`src/rtl/pipeline_ctrl_pkg.sv`:
```
// pipeline_ctrl_pkg
// Shared definitions for the pipeline controller slice: FSM state encodings,
// the register-index width used by the hazard compare, the default memory
// timeout and a small helper for the taken-branch condition.
package pipeline_ctrl_pkg;

    typedef enum logic [1:0] {
        RUN      = 2'd0,
        MEM_WAIT = 2'd1,
        ERROR    = 2'd2
    } ctrl_state_t;

    localparam int REG_IDX_W        = 5;
    localparam int WAIT_MAX_DEFAULT = 255;

    // A branch sitting in EXE/MEM is taken when its zero flag is set.
    function automatic logic branch_taken(input logic branch, input logic zero);
        return branch & zero;
    endfunction

endpackage

```
`src/rtl/pipeline_ctrl_hazard_detect.sv`:
```
// hazard_detect
// Purely combinational load-use compare: flags when the instruction in EXE is
// a load whose destination (non-zero) is read by the instruction in ID.
// Ports:
//   ex_memtoreg  in   EXE instruction is a load
//   ex_rd        in   EXE destination register
//   id_rs/id_rt  in   ID source register fields
//   load_use     out  stall required
module hazard_detect
    import pipeline_ctrl_pkg::*;
(
    input  logic                 ex_memtoreg,
    input  logic [REG_IDX_W-1:0] ex_rd,
    input  logic [REG_IDX_W-1:0] id_rs,
    input  logic [REG_IDX_W-1:0] id_rt,
    output logic                 load_use
);

    logic [1:0][REG_IDX_W-1:0] src;
    logic [1:0]                match;

    assign src = {id_rt, id_rs};

    generate
        for (genvar gi = 0; gi < 2; gi++) begin : g_src
            assign match[gi] = (src[gi] == ex_rd);
        end
    endgenerate

    // r0 is hardwired to zero, so a load targeting it never creates a hazard.
    assign load_use = ex_memtoreg && (ex_rd != '0) && (|match);

endmodule

```
`src/rtl/pipeline_ctrl.sv`:
```
// pipeline_ctrl
// Stall/flush controller for a 5-stage pipeline. Resolves load-use hazards,
// taken branches and multi-cycle data-memory accesses, with a timeout that
// parks the controller in a sticky ERROR state.
// Ports:
//   clk, rst (async, active-low)
//   id_rs, id_rt, ex_memtoreg, ex_rd     hazard inputs
//   mem_branch, mem_zero                 branch resolution in EXE/MEM
//   mem_access, dmem_ack, dmem_req       data-memory handshake
//   pc_en, *_en                          pipeline register enables
//   *_flush, pc_src                      flush and PC select
//   err, ctrl_state, stall_cnt           status / debug
module pipeline_ctrl
    import pipeline_ctrl_pkg::*;
#(
    parameter int WAIT_MAX = WAIT_MAX_DEFAULT
) (
    input  logic                 clk,
    input  logic                 rst,
    input  logic [REG_IDX_W-1:0] id_rs,
    input  logic [REG_IDX_W-1:0] id_rt,
    input  logic                 ex_memtoreg,
    input  logic [REG_IDX_W-1:0] ex_rd,
    input  logic                 mem_branch,
    input  logic                 mem_zero,
    input  logic                 mem_access,
    input  logic                 dmem_ack,
    output logic                 dmem_req,
    output logic                 pc_en,
    output logic                 if_id_en,
    output logic                 id_ex_en,
    output logic                 ex_mem_en,
    output logic                 mem_wb_en,
    output logic                 if_id_flush,
    output logic                 id_ex_flush,
    output logic                 ex_mem_flush,
    output logic                 pc_src,
    output logic                 err,
    output logic [1:0]           ctrl_state,
    output logic [15:0]          stall_cnt
);

    // The counter reaches WAIT_MAX on the edge after this value is seen.
    localparam logic [7:0] WAIT_LAST = 8'(WAIT_MAX - 1);

    ctrl_state_t state_reg;
    logic [7:0]  wait_cnt_reg;
    logic [15:0] stall_cnt_reg;
    logic        err_reg;
    logic        load_use;
    logic        br_taken;

    hazard_detect u_hazard_detect (
        .ex_memtoreg (ex_memtoreg),
        .ex_rd       (ex_rd),
        .id_rs       (id_rs),
        .id_rt       (id_rt),
        .load_use    (load_use)
    );

    assign br_taken = branch_taken(mem_branch, mem_zero);

    // Output priority mux. Everything is gated by rst so the pipeline is
    // frozen and memory is released the instant reset asserts.
    always_comb begin
        dmem_req     = 1'b0;
        pc_en        = 1'b0;
        if_id_en     = 1'b0;
        id_ex_en     = 1'b0;
        ex_mem_en    = 1'b0;
        mem_wb_en    = 1'b0;
        if_id_flush  = 1'b0;
        id_ex_flush  = 1'b0;
        ex_mem_flush = 1'b0;
        pc_src       = 1'b0;
        if (rst) begin
            case (state_reg)
                RUN: begin
                    dmem_req = mem_access;
                    // Memory stall outranks branch and load-use: freeze all.
                    if (!(mem_access && !dmem_ack)) begin
                        pc_en     = 1'b1;
                        if_id_en  = 1'b1;
                        id_ex_en  = 1'b1;
                        ex_mem_en = 1'b1;
                        mem_wb_en = 1'b1;
                        if (br_taken) begin
                            pc_src       = 1'b1;
                            if_id_flush  = 1'b1;
                            id_ex_flush  = 1'b1;
                            ex_mem_flush = 1'b1;
                        end else if (load_use) begin
                            pc_en       = 1'b0;
                            if_id_en    = 1'b0;
                            id_ex_flush = 1'b1;
                        end
                    end
                end
                MEM_WAIT: begin
                    dmem_req = 1'b1;
                    if (dmem_ack) begin
                        pc_en     = 1'b1;
                        if_id_en  = 1'b1;
                        id_ex_en  = 1'b1;
                        ex_mem_en = 1'b1;
                        mem_wb_en = 1'b1;
                    end
                end
                default: ;
            endcase
        end
    end

    always_ff @(posedge clk or negedge rst) begin
        if (!rst) begin
            state_reg     <= RUN;
            wait_cnt_reg  <= '0;
            stall_cnt_reg <= '0;
            err_reg       <= 1'b0;
        end else begin
            if (!pc_en && (stall_cnt_reg != 16'hFFFF))
                stall_cnt_reg <= stall_cnt_reg + 16'd1;
            case (state_reg)
                RUN: begin
                    if (mem_access && !dmem_ack) begin
                        state_reg    <= MEM_WAIT;
                        wait_cnt_reg <= '0;
                    end
                end
                MEM_WAIT: begin
                    if (dmem_ack) begin
                        state_reg <= RUN;
                    end else begin
                        wait_cnt_reg <= wait_cnt_reg + 8'd1;
                        if (wait_cnt_reg == WAIT_LAST) begin
                            state_reg <= ERROR;
                            err_reg   <= 1'b1;
                        end
                    end
                end
                ERROR: ;
                default: state_reg <= RUN;
            endcase
        end
    end

    assign ctrl_state = state_reg;
    assign stall_cnt  = stall_cnt_reg;
    assign err        = err_reg;

endmodule

```
`config.mk`:
```
export PLATFORM = sky130hd
export DESIGN_NAME = pipeline_ctrl
export DESIGN_NICKNAME = d
export VERILOG_FILES = /design/src/rtl/pipeline_ctrl_pkg.sv /design/src/rtl/pipeline_ctrl_hazard_detect.sv /design/src/rtl/pipeline_ctrl.sv
export SDC_FILE = /design/constraint.sdc
export NUM_CORES = 1
export LEC_CHECK = 0
export BUFFER_PORTS_ARGS = -buffer_cell sky130_fd_sc_hd__buf_2
export CAP_MARGIN = 15
export CORE_ASPECT_RATIO = 2
export CORE_MARGIN = 2
export CORE_UTILIZATION = 35
export DETAILED_ROUTE_END_ITERATION = 6
export MAX_ROUTING_LAYER = met4
export SYNTH_ARGS = -nofsm -noshare
export SYNTH_HDL_FRONTEND = slang
export SYNTH_SLANG_ARGS = --single-unit
export TNS_END_PERCENT = 30
```
`constraint.sdc`:
```
create_clock -name clk -period 2.05 [get_ports clk]
set_clock_uncertainty 0.15 [all_clocks]
set_input_delay 0.3075 -clock clk [delete_from_list [all_inputs] [get_ports clk]]
set_output_delay 0.3075 -clock clk [all_outputs]
set_load 0.01 [all_outputs]
```
# [Word-level counts from Yosys, hierarchy flattened]
# Cells that the tools add are included.
[word_totals] ff_bits=27 inputBits=22 output_inout_bits=29 elab_cells=58
[classes] add_sub_neg=2 n_eq_ne=9 mux=27 n_bitwise=3 n_reduce_logical=13
[ops] cell="$mux W1" count=17
[ops] cell="$add A16 B1 Y16 const B" count=1
[ops] cell="$mux W8" count=2
[ops] cell="$ne A16 B16 Y1 const B" count=1
[ops] cell="$pmux W8 S2" count=1
[ops] cell="$eq A5 B5 Y1" count=2
[ops] cell="$reduce_and A3 Y1" count=3
[ops] cell="$add A8 B1 Y8 const B" count=1
[ops] cell="$eq A8 B8 Y1 const B" count=1
[ops] cell="$mux W2" count=3
[ops] cell="$pmux W1 S2" count=3
[ops] cell="$pmux W2 S3" count=1
[ops] cell="$reduce_bool A5 Y1" count=1
[ops] cell="$logic_and A1 B1 Y1" count=4
[ops] cell="$ne A2 B2 Y1 const B" count=2
[ops] cell="$ne A3 B3 Y1 const B" count=1
[ops] cell="$eq A2 B1 Y1 const B" count=1
[ops] cell="$eq A2 B2 Y1 const B" count=1
[ops] cell="$logic_not A1 Y1" count=2
[ops] cell="$logic_not A2 Y1" count=1
[ops] cell="$not A1 Y1" count=2
[ops] cell="$reduce_bool A2 Y1" count=1
[ops] cell="$reduce_or A2 Y1" count=1
[ops] cell="$and A1 B1 Y1" count=1

# [Logic depth before layout (Yosys ltp)]
# Gate-level depths: netlist (run 1).
[depth] word_depth=10 ltp_mapped=7 depth_no_buf=6

# [Cells and area by module]
# From an unflattened synthesis (run 1), not the netlist that was laid out.
[unflattened] hier_cells=155 hier_area_um2=1507.7
[by_module_without_submodules] module="pipeline_ctrl" n_inst=1 cells_per_inst=138 area_per_inst_um2=1382.6 seq_area_each_um2=675.6
[by_module_without_submodules] module="hazard_detect" n_inst=1 cells_per_inst=17 area_per_inst_um2=125.1 seq_area_each_um2=0.0

# [Worst setup path after synthesis (run 1)]
# No wires, ideal clock.
[synth_timing] path_type="reg2out" start="register state_reg[0] (netlist: ctrl_state[0])" end="output port pc_en" arrival_time_ns=1.575 t_required_ns=1.592 slack_ns=0.018 path_stages_with_launch=7 n_path_buf=2 cell_sequence="dfrtp_1 -> nor2_1 -> nor2_1 -> nor2_1 -> a21boi_4 -> buf_6 -> buf_4"
[synth_via] elab_chain_len=3 word_cells_on_any_way=4 cone_classes="eq/ne (1); mux (2); reduce/logical (1)"
[synth_lines] item="from (decl)" line_no="pipeline_ctrl.sv:46" rtl="ctrl_state_t state_reg;"
[synth_lines] item="from (signal assigned)" line_no="pipeline_ctrl.sv:116" rtl="state_reg <= RUN;"
[synth_lines] item="from (signal assigned)" line_no="pipeline_ctrl.sv:126" rtl="state_reg <= MEM_WAIT;"
[synth_lines] item="from (signal assigned)" line_no="pipeline_ctrl.sv:132" rtl="state_reg <= RUN;"
[synth_lines] item="$eq A2 B1 Y1 / $logic_not A2 Y1 (equally long branches)"
[synth_lines] item="$pmux W1 S2 *"
[synth_lines] item="$mux W1 *"
[synth_lines] item="to (decl)" line_no="pipeline_ctrl.sv:29" rtl="output logic pc_en,"
# Every way passes the cells marked *; elsewhere a longest branch is shown, timed or not.

# [Worst setup path in the final report (run 1)]
[layout_timing] start="input port ex_rd[4]" end="output port if_id_en"
[layout_via] elab_chain_len=8 word_cells_on_any_way=11 cone_classes="eq/ne (2); mux (5); reduce/logical (4)"
[layout_lines] item="from (decl)" line_no="pipeline_ctrl.sv:23" rtl="input logic [REG_IDX_W-1:0] ex_rd,"
[layout_lines] item="$eq A5 B5 Y1 / $reduce_bool A5 Y1 (equally long branches)" line_no="pipeline_ctrl_hazard_detect.sv:26, pipeline_ctrl_hazard_detect.sv:31"
[layout_lines] item="$reduce_or A2 Y1 / $logic_and A1 B1 Y1 (equally long branches)" line_no="pipeline_ctrl_hazard_detect.sv:31" rtl="assign load_use = ex_memtoreg && (ex_rd != '0) && (|match);"
[layout_lines] item="$logic_and A1 B1 Y1 *" line_no="pipeline_ctrl_hazard_detect.sv:31"
[layout_lines] item="$mux W1 *" line_no="pipeline_ctrl.sv:92" rtl="end else if (load_use) begin"
[layout_lines] item="$mux W1 *" line_no="pipeline_ctrl.sv:87" rtl="if (br_taken) begin"
[layout_lines] item="$mux W1 *" line_no="pipeline_ctrl.sv:81" rtl="if (!(mem_access && !dmem_ack)) begin"
[layout_lines] item="$pmux W1 S2 *" line_no="pipeline_ctrl.sv:77" rtl="case (state_reg)"
[layout_lines] item="$mux W1 *" line_no="pipeline_ctrl.sv:76" rtl="if (rst) begin"
[layout_lines] item="to (decl)" line_no="pipeline_ctrl.sv:30" rtl="output logic if_id_en,"
# Marks and branches as above.

==> qor.yml, run 1 <==
outcome: "finished clean"
dpl_cell_area_um2: 1990
yosysSeqAreaShare: 0.439
rr_startpoint: "ctrl_state[0]$_DFFE_PN0P_"
tightest_slew_ns: 0.356
fp.coreArea_um2: 4300
period_share: 0.988
clockRootBuffer: "clkbuf_8"
synth_common_cells: "dfrtp_1, xor2_1, nand2_1"
vdd_drop_max_uv: 819
drt_iter0_markers: 23
final_core_util: 0.504
drc: 0
cts_buffers: 3
ioPinCount: 51
worstSetupStartpointType: "primary input"
grt_overflow: 0
yosysMostFrequentCell: "dfrtp_1"
cpLargestDelayFamily: "simple AND/OR/NAND/NOR gates"
area_delta_synth_final_pct: 40.5
seq_power_share: 0.429
grt_max_degree: 28
crit_start: "ex_rd[4]"
worstSkewPairLatency_ns: 0.27
p_int_mw: 1.24
synth_nets: 181
cp-end-kind: "output pin"
post_layout_nonfiller_instances: 285
die-area_um2: 4980
first_pass_iters: 4
setup_violations: 0
ys_top_cells_by_area: "dfrtp_1, xor2_1, xnor2_1"
syn_inst: 156
vias: 1400
drtAntennaViolNets: 0
place_worst_setup_slack_ns: -0.116
crit_buf_inv: 3
period_minus_slack_ns: 2.03
design_area_um2: 2160
yosys_warnings: 0
hold_class: "flop to flop"
synth_edf_count: 0
slew_viol_final: 0
die_w_um: 50.9
clock-sinks: 27
grt.total_usage: 0.158
num-nets-final: 257
ys.flop_type: "dfrtp_1"
die_h_um: 97.8
crit_path_top_delay_cell: "or4_4"
critical-path-max-stage-delay_ns: 0.54
max_freq_mhz: 494
hold_start: "err$_DFFE_PN0P_"
p_sw_uw: 704
grt_pass1_wl_mm: 6.10
clk_path_buf_depth: 2
dp_cells: 276
crit_required_ns: 1.59
largest_reg_flops: 16
cp_cell_sequence: "buf_8 > or4_4 > o21ai_4 > nor2_2 > a21boi_4 > buf_12 > buf_6"
fillers: 437
port_buffers: 50
wl_per_cell_um: 12.9
synth_area_um2: 1540
synth_area_per_cell_um2: 9.87
rows: 34
synth.top_cell.area_share: 0.439
total_power_mw: 1.94
insertedDiodeCount: 0
power_frac_comb: 0.413
switching_share: 0.363
drive_above_1_share: 0.407
cts_max_level: 1
grt_pass1_vias: 1444
synthDistinctLibCells: 33
ys_seq_elements: 27
start_util: 0.358
p_clk_frac: 0.159
routed_wl_mm: 3.69
drv_cap: 0
worst_slack_ns: 0.0241
synthArstFlopShare: 1.00
critPathArrivalTime_ns: 1.57
rsz0062_at_grt: "yes"
gp_congestion: 0.759
yosys.area.top_type: "dfrtp_1"
cts_tree: "built"
via_per_inst: 4.91
power_density_nw_per_um2: 898
hold_violations: 0
dpl.hpwl_mm: 2.82
max-slew-margin-rel: 0.761
crit_type: "primary input to output pin"
p_leak_nw: 1.00
antenna_found_initial: 0
crit_path_max_fanout: 6
cts.reportedPaths.clkPinSlew_ns: 0.09
## final cells by class
| class | count | area [µm²] | area share |
|---|---|---|---|
| Clock inverter | 1 | 7.51 | 0.00347 |
| Clock buffer | 3 | 41.3 | 0.0191 |
| Timing Repair Buffer | 78 | 533 | 0.246 |
| Multi-Input combinational cell | 118 | 825 | 0.381 |
| Sequential cell | 27 | 676 | 0.312 |
| Inverter | 4 | 15.0 | 0.00694 |
| Tap cell | 54 | 67.6 | 0.0312 |
## kinds of logic (layout without fill, tap and decap cells)
logic type / Yosys count / in the layout / synth area share
buffers and inverters: 11 / 86 / 0.0463
xor gates and xnor gates: 28 / 28 / 0.159
adders and majority gates: 3 / 3 / 0.0244
DFF: 27 / 27 / 0.439
and+or+nand+nor: 71 / 71 / 0.248
AOI/OAI and AO/OA: 13 / 13 / 0.0577
muxes: 3 / 3 / 0.0260
## layout by cell type (no fill, tap or decap), types with 4 or more instances in the layout
| cell type | count |
|---|---|
| and3_1 | 5 |
| buf_2 | 46 |
| buf_4 | 24 |
| buf_6 | 4 |
| dfrtp_1 | 27 |
| nand2_1 | 15 |
| nand3_1 | 8 |
| nand4_1 | 5 |
| nor2_1 | 11 |
| nor3_1 | 5 |
| nor4_1 | 6 |
| o21ai_0 | 4 |
| xnor2_1 | 10 |
| xor2_1 | 18 |
## power by group through the flow
stage               logic [mW]  clock network [mW]  registers [mW]
floorplan                0.336                   0           0.896
global placement         0.759                   0           0.840
detailed placement       0.770                   0           0.842
CTS                      0.807               0.319           0.834
global route             0.886               0.345           0.857
finish                   0.802               0.308           0.833
## what timing repair did
action                                  in CTS  in global routing
endpoints found under the setup margin       2                  8
hold buffers                                 1                  0
gates cloned                                 1                  0
pin swaps                                    4                  3
endpoints found under the hold margin       27                  0
setup buffers                                3                  0
resized for setup                           11                  4
## layer usage
layer	track usage	part of all wire	vias to the layer above
li1	-	-	688
met1	0.174	0.40	656
met2	0.291	0.54	52
met3	0.0214	0.054	4
met4	0.0374	0.010	0
met5	-	0	-
## path summary, 6_finish.rpt
| kind | endpoint | slack [ns] | cells after the start |
|---|---|---|---|
| setup / recovery | if_id_en | 0.02 | 7 |
| hold / removal | err$_DFFE_PN0P_ | 0.33 | 1 |
| setup reg to reg | stall_cnt[11]$_DFFE_PN0P_ | 0.12 | 7 |
| hold reg to reg | err$_DFFE_PN0P_ | 0.33 | 1 |
| max in group asynchronous | stall_cnt[1]$_DFFE_PN0P_ | 1.06 | 3 |
| min in group asynchronous | stall_cnt[13]$_DFFE_PN0P_ | 0.44 | 3 |
## metrics by stage
stage	setup TNS (ns)	hold slack (ns)
2_1_floorplan	0	-0.138
3_3_place_gp	-0.514	0.232
3_5_place_dp	-0.771	0.227
4_1_cts	-0.000287	0.335
5_1_grt	-0.0576	0.363
6_report	0	0.329
Note: power is estimated with default switching activity, not from simulation.
==> run 2: changes to the inputs <==
--- a/config.mk
+++ b/config.mk
@@ -10,6 +10,7 @@
 export CORE_ASPECT_RATIO = 2
 export CORE_MARGIN = 2
 export CORE_UTILIZATION = 35
+export CTS_CLUSTER_DIAMETER = 200
 export DETAILED_ROUTE_END_ITERATION = 6
 export MAX_ROUTING_LAYER = met4
 export SYNTH_ARGS = -nofsm -noshare
==> constraint.sdc (replaced) <==
create_clock -name clk -period 1.9 [get_ports clk]
set_clock_uncertainty 0.15 [all_clocks]
set_input_delay 0.38 -clock clk [delete_from_list [all_inputs] [get_ports clk]]
set_output_delay 0.38 -clock clk [all_outputs]
set_load 0.01 [all_outputs]
==> run 2 against run 1 <==
Net effect:
- non-clock buffer count increased by 3
- die area unchanged
- highest routed layer unchanged
- combinational power up 22%
- core utilization up 3.9 points
- largest power group is now combinational logic
- the run now ends with setup timing left
- sequential power increased by 6.4%
- register-to-register slack got worse by 0.19 ns
==> qor.yml, run 2 (synthesis gave the netlist of run 1 again) <==
outcome: "finished with violations"
failed_checks: "setup timing"
worstSkewPairLatency_ns: 0.27  # about the same
max-slew-margin-rel: 0.709  # -0.0518
clock-sinks: 27  # unchanged
p_leak_nw: 1.05  # +4.3%
port_buffers: 50  # unchanged
rsz0062_at_grt: "yes"
design_area_um2: 2330  # +7.7%
fp.coreArea_um2: 4300  # unchanged
grt.total_usage: 0.179  # +0.0204
cts_max_level: 1  # unchanged
worst_slack_ns: -0.220  # -0.245 ns
wl_per_cell_um: 14.2  # +9.7%
cpLargestDelayFamily: "simple AND/OR/NAND/NOR gates"
drt_iter0_markers: 17  # -26%
slew_viol_final: 0  # unchanged
routed_wl_mm: 4.09  # +11%
die_h_um: 97.8  # unchanged
hold_violations: 0  # unchanged
tightest_slew_ns: 0.436  # +0.0800 ns
drive_above_1_share: 0.500  # +0.0931
grt_overflow: 0  # unchanged
period_share: 1.12
num-nets-final: 260  # +1.2%
start_util: 0.358  # unchanged
period_minus_slack_ns: 2.12
power_density_nw_per_um2: 936  # +4.2%
insertedDiodeCount: 0  # unchanged
cts_hold_buffers: 0  # -1
crit_path_max_fanout: 4  # -2
grt_max_degree: 28  # unchanged
die_w_um: 50.9  # unchanged
setup_violations: 20  # +20
drc: 0  # unchanged
grt_pass1_wl_mm: 6.65  # +9.1%
ioPinCount: 51  # unchanged
cp-end-kind: "output pin"
crit_type: "primary input to output pin"
critical-path-max-stage-delay_ns: 0.54  # about the same
setup_tns_ns: -1.49  # -1.49 ns
largest_reg_flops: 16  # unchanged
grt_pass1_vias: 1498  # +3.7%
first_pass_iters: 4  # unchanged
final_cell_mix: "buf_2, dfrtp_1, buf_4"
crit_buf_inv: 2  # -1
drtAntennaViolNets: 0  # unchanged
critPathArrivalTime_ns: 1.59  # +0.02 ns
gp_congestion: 0.776  # +2.2%
dpl.hpwl_mm: 3.05  # +8.5%
via_per_inst: 4.94  # +0.65%
drv_cap: 0  # unchanged
hold_class: "primary input to asynchronous set/reset pin"
worstSetupStartpointType: "primary input"
die-area_um2: 4980  # unchanged
final_common_cell: "buf_2"
crit_required_ns: 1.37  # -0.22 ns
clockRootBuffer: "clkbuf_8"
area_delta_synth_final_pct: 51.3
rows: 34  # unchanged
crit_path_top_delay_cell: "or4_4"
cts_buffers: 3  # unchanged
vias: 1424  # +1.7%
vdd_drop_max_uv: 838  # +2.3%
antenna_found_initial: 0  # unchanged
max_freq_mhz: 472
cts_tree: "built"
clk_path_buf_depth: 2  # unchanged
dpl_cell_area_um2: 2030  # +2.1%
cts.reportedPaths.clkPinSlew_ns: 0.09  # about the same
cp_cell_sequence: "buf_8 > or4_4 > o21ai_4 > nor2_2 > a21boi_4 > buf_2"
[run 2: cell count changes in the layout (fill, tap and decap cells not counted), moves of 2 or more]
cell,before,now
nor2_4,0,2
nor3_2,1,5
o21ai_0,4,2
nor3b_1,2,0
buf_4,24,27
nor2_1,11,9
buf_2,46,44
nor3_1,5,0
nor4_2,0,5
buf_6,4,7
nor3b_2,0,2
nor4_1,6,0
[run 2: power breakdown]
group | switching, mW | internal, mW
Clock | 0.169 | 0.150
Combinational | 0.480 | 0.495
Sequential | 0.155 | 0.731
Total | 0.804 | 1.38
[run 2: final cells by class]
| cell class | count | area [µm²] |
|---|---|---|
| Sequential cell | 27 | 676 |
| Tap cell | 54 | 67.6 |
| Multi-Input combinational cell | 118 | 971 |
| Clock buffer | 4 | 45.0 |
| Timing Repair Buffer | 81 | 557 |
| Inverter | 4 | 15.0 |
| Fill cell | 408 | 1970 |
[run 2: path summary, 6_finish.rpt]
path	startpoint	end	slack (ns)	depth (start not counted)
worst max-delay path	ex_rd[3]	if_id_en	-0.22	6
worst min-delay path	rst	stall_cnt[0]$_DFFE_PN0P_	0.02	2
worst max register to register	ctrl_state[1]$_DFFE_PN0P_	stall_cnt[14]$_DFFE_PN0P_	-0.07	8
max in group asynchronous	rst	wait_cnt_reg[1]$_DFFE_PN0P_	1.32	2
min in group clk	err$_DFFE_PN0P_	err$_DFFE_PN0P_	0.32	1
worst min register to register	err$_DFFE_PN0P_	err$_DFFE_PN0P_	0.32	1
[run 2: stage by stage]
stage | utilization | setup WS (ns) | cells | hold slack (ns) | total power, mW
CTS | 0.503 | -0.257 | 286 | 0.0401 | 2.15
floorplan | - | -0.226 | 156 | -0.0656 | 1.33
global placement | 0.472 | -0.333 | 280 | 0.302 | 1.77
finish | 0.543 | -0.220 | 288 | 0.0185 | 2.18
global route | 0.543 | -0.260 | 288 | 0.0564 | 2.35
detailed placement | 0.472 | -0.331 | 280 | 0.301 | 1.78
[run 2: repair_timing]
action / in CTS / in global routing
resized for setup: 18 / 29
pin swaps: 7 / 13
buffers inserted: 2 / 2
endpoints found under the setup margin: 17 / 25
gates cloned: 0 / 0
[run 2: layer usage]
layer  track usage  vias to the layer above  wire [µm]
met1         0.186                      686       1450
met2         0.341                       45       2450
met4        0.0561                        0         31
met5             -                        -          0
met3        0.0107                        2        155
li1              -                      691          -
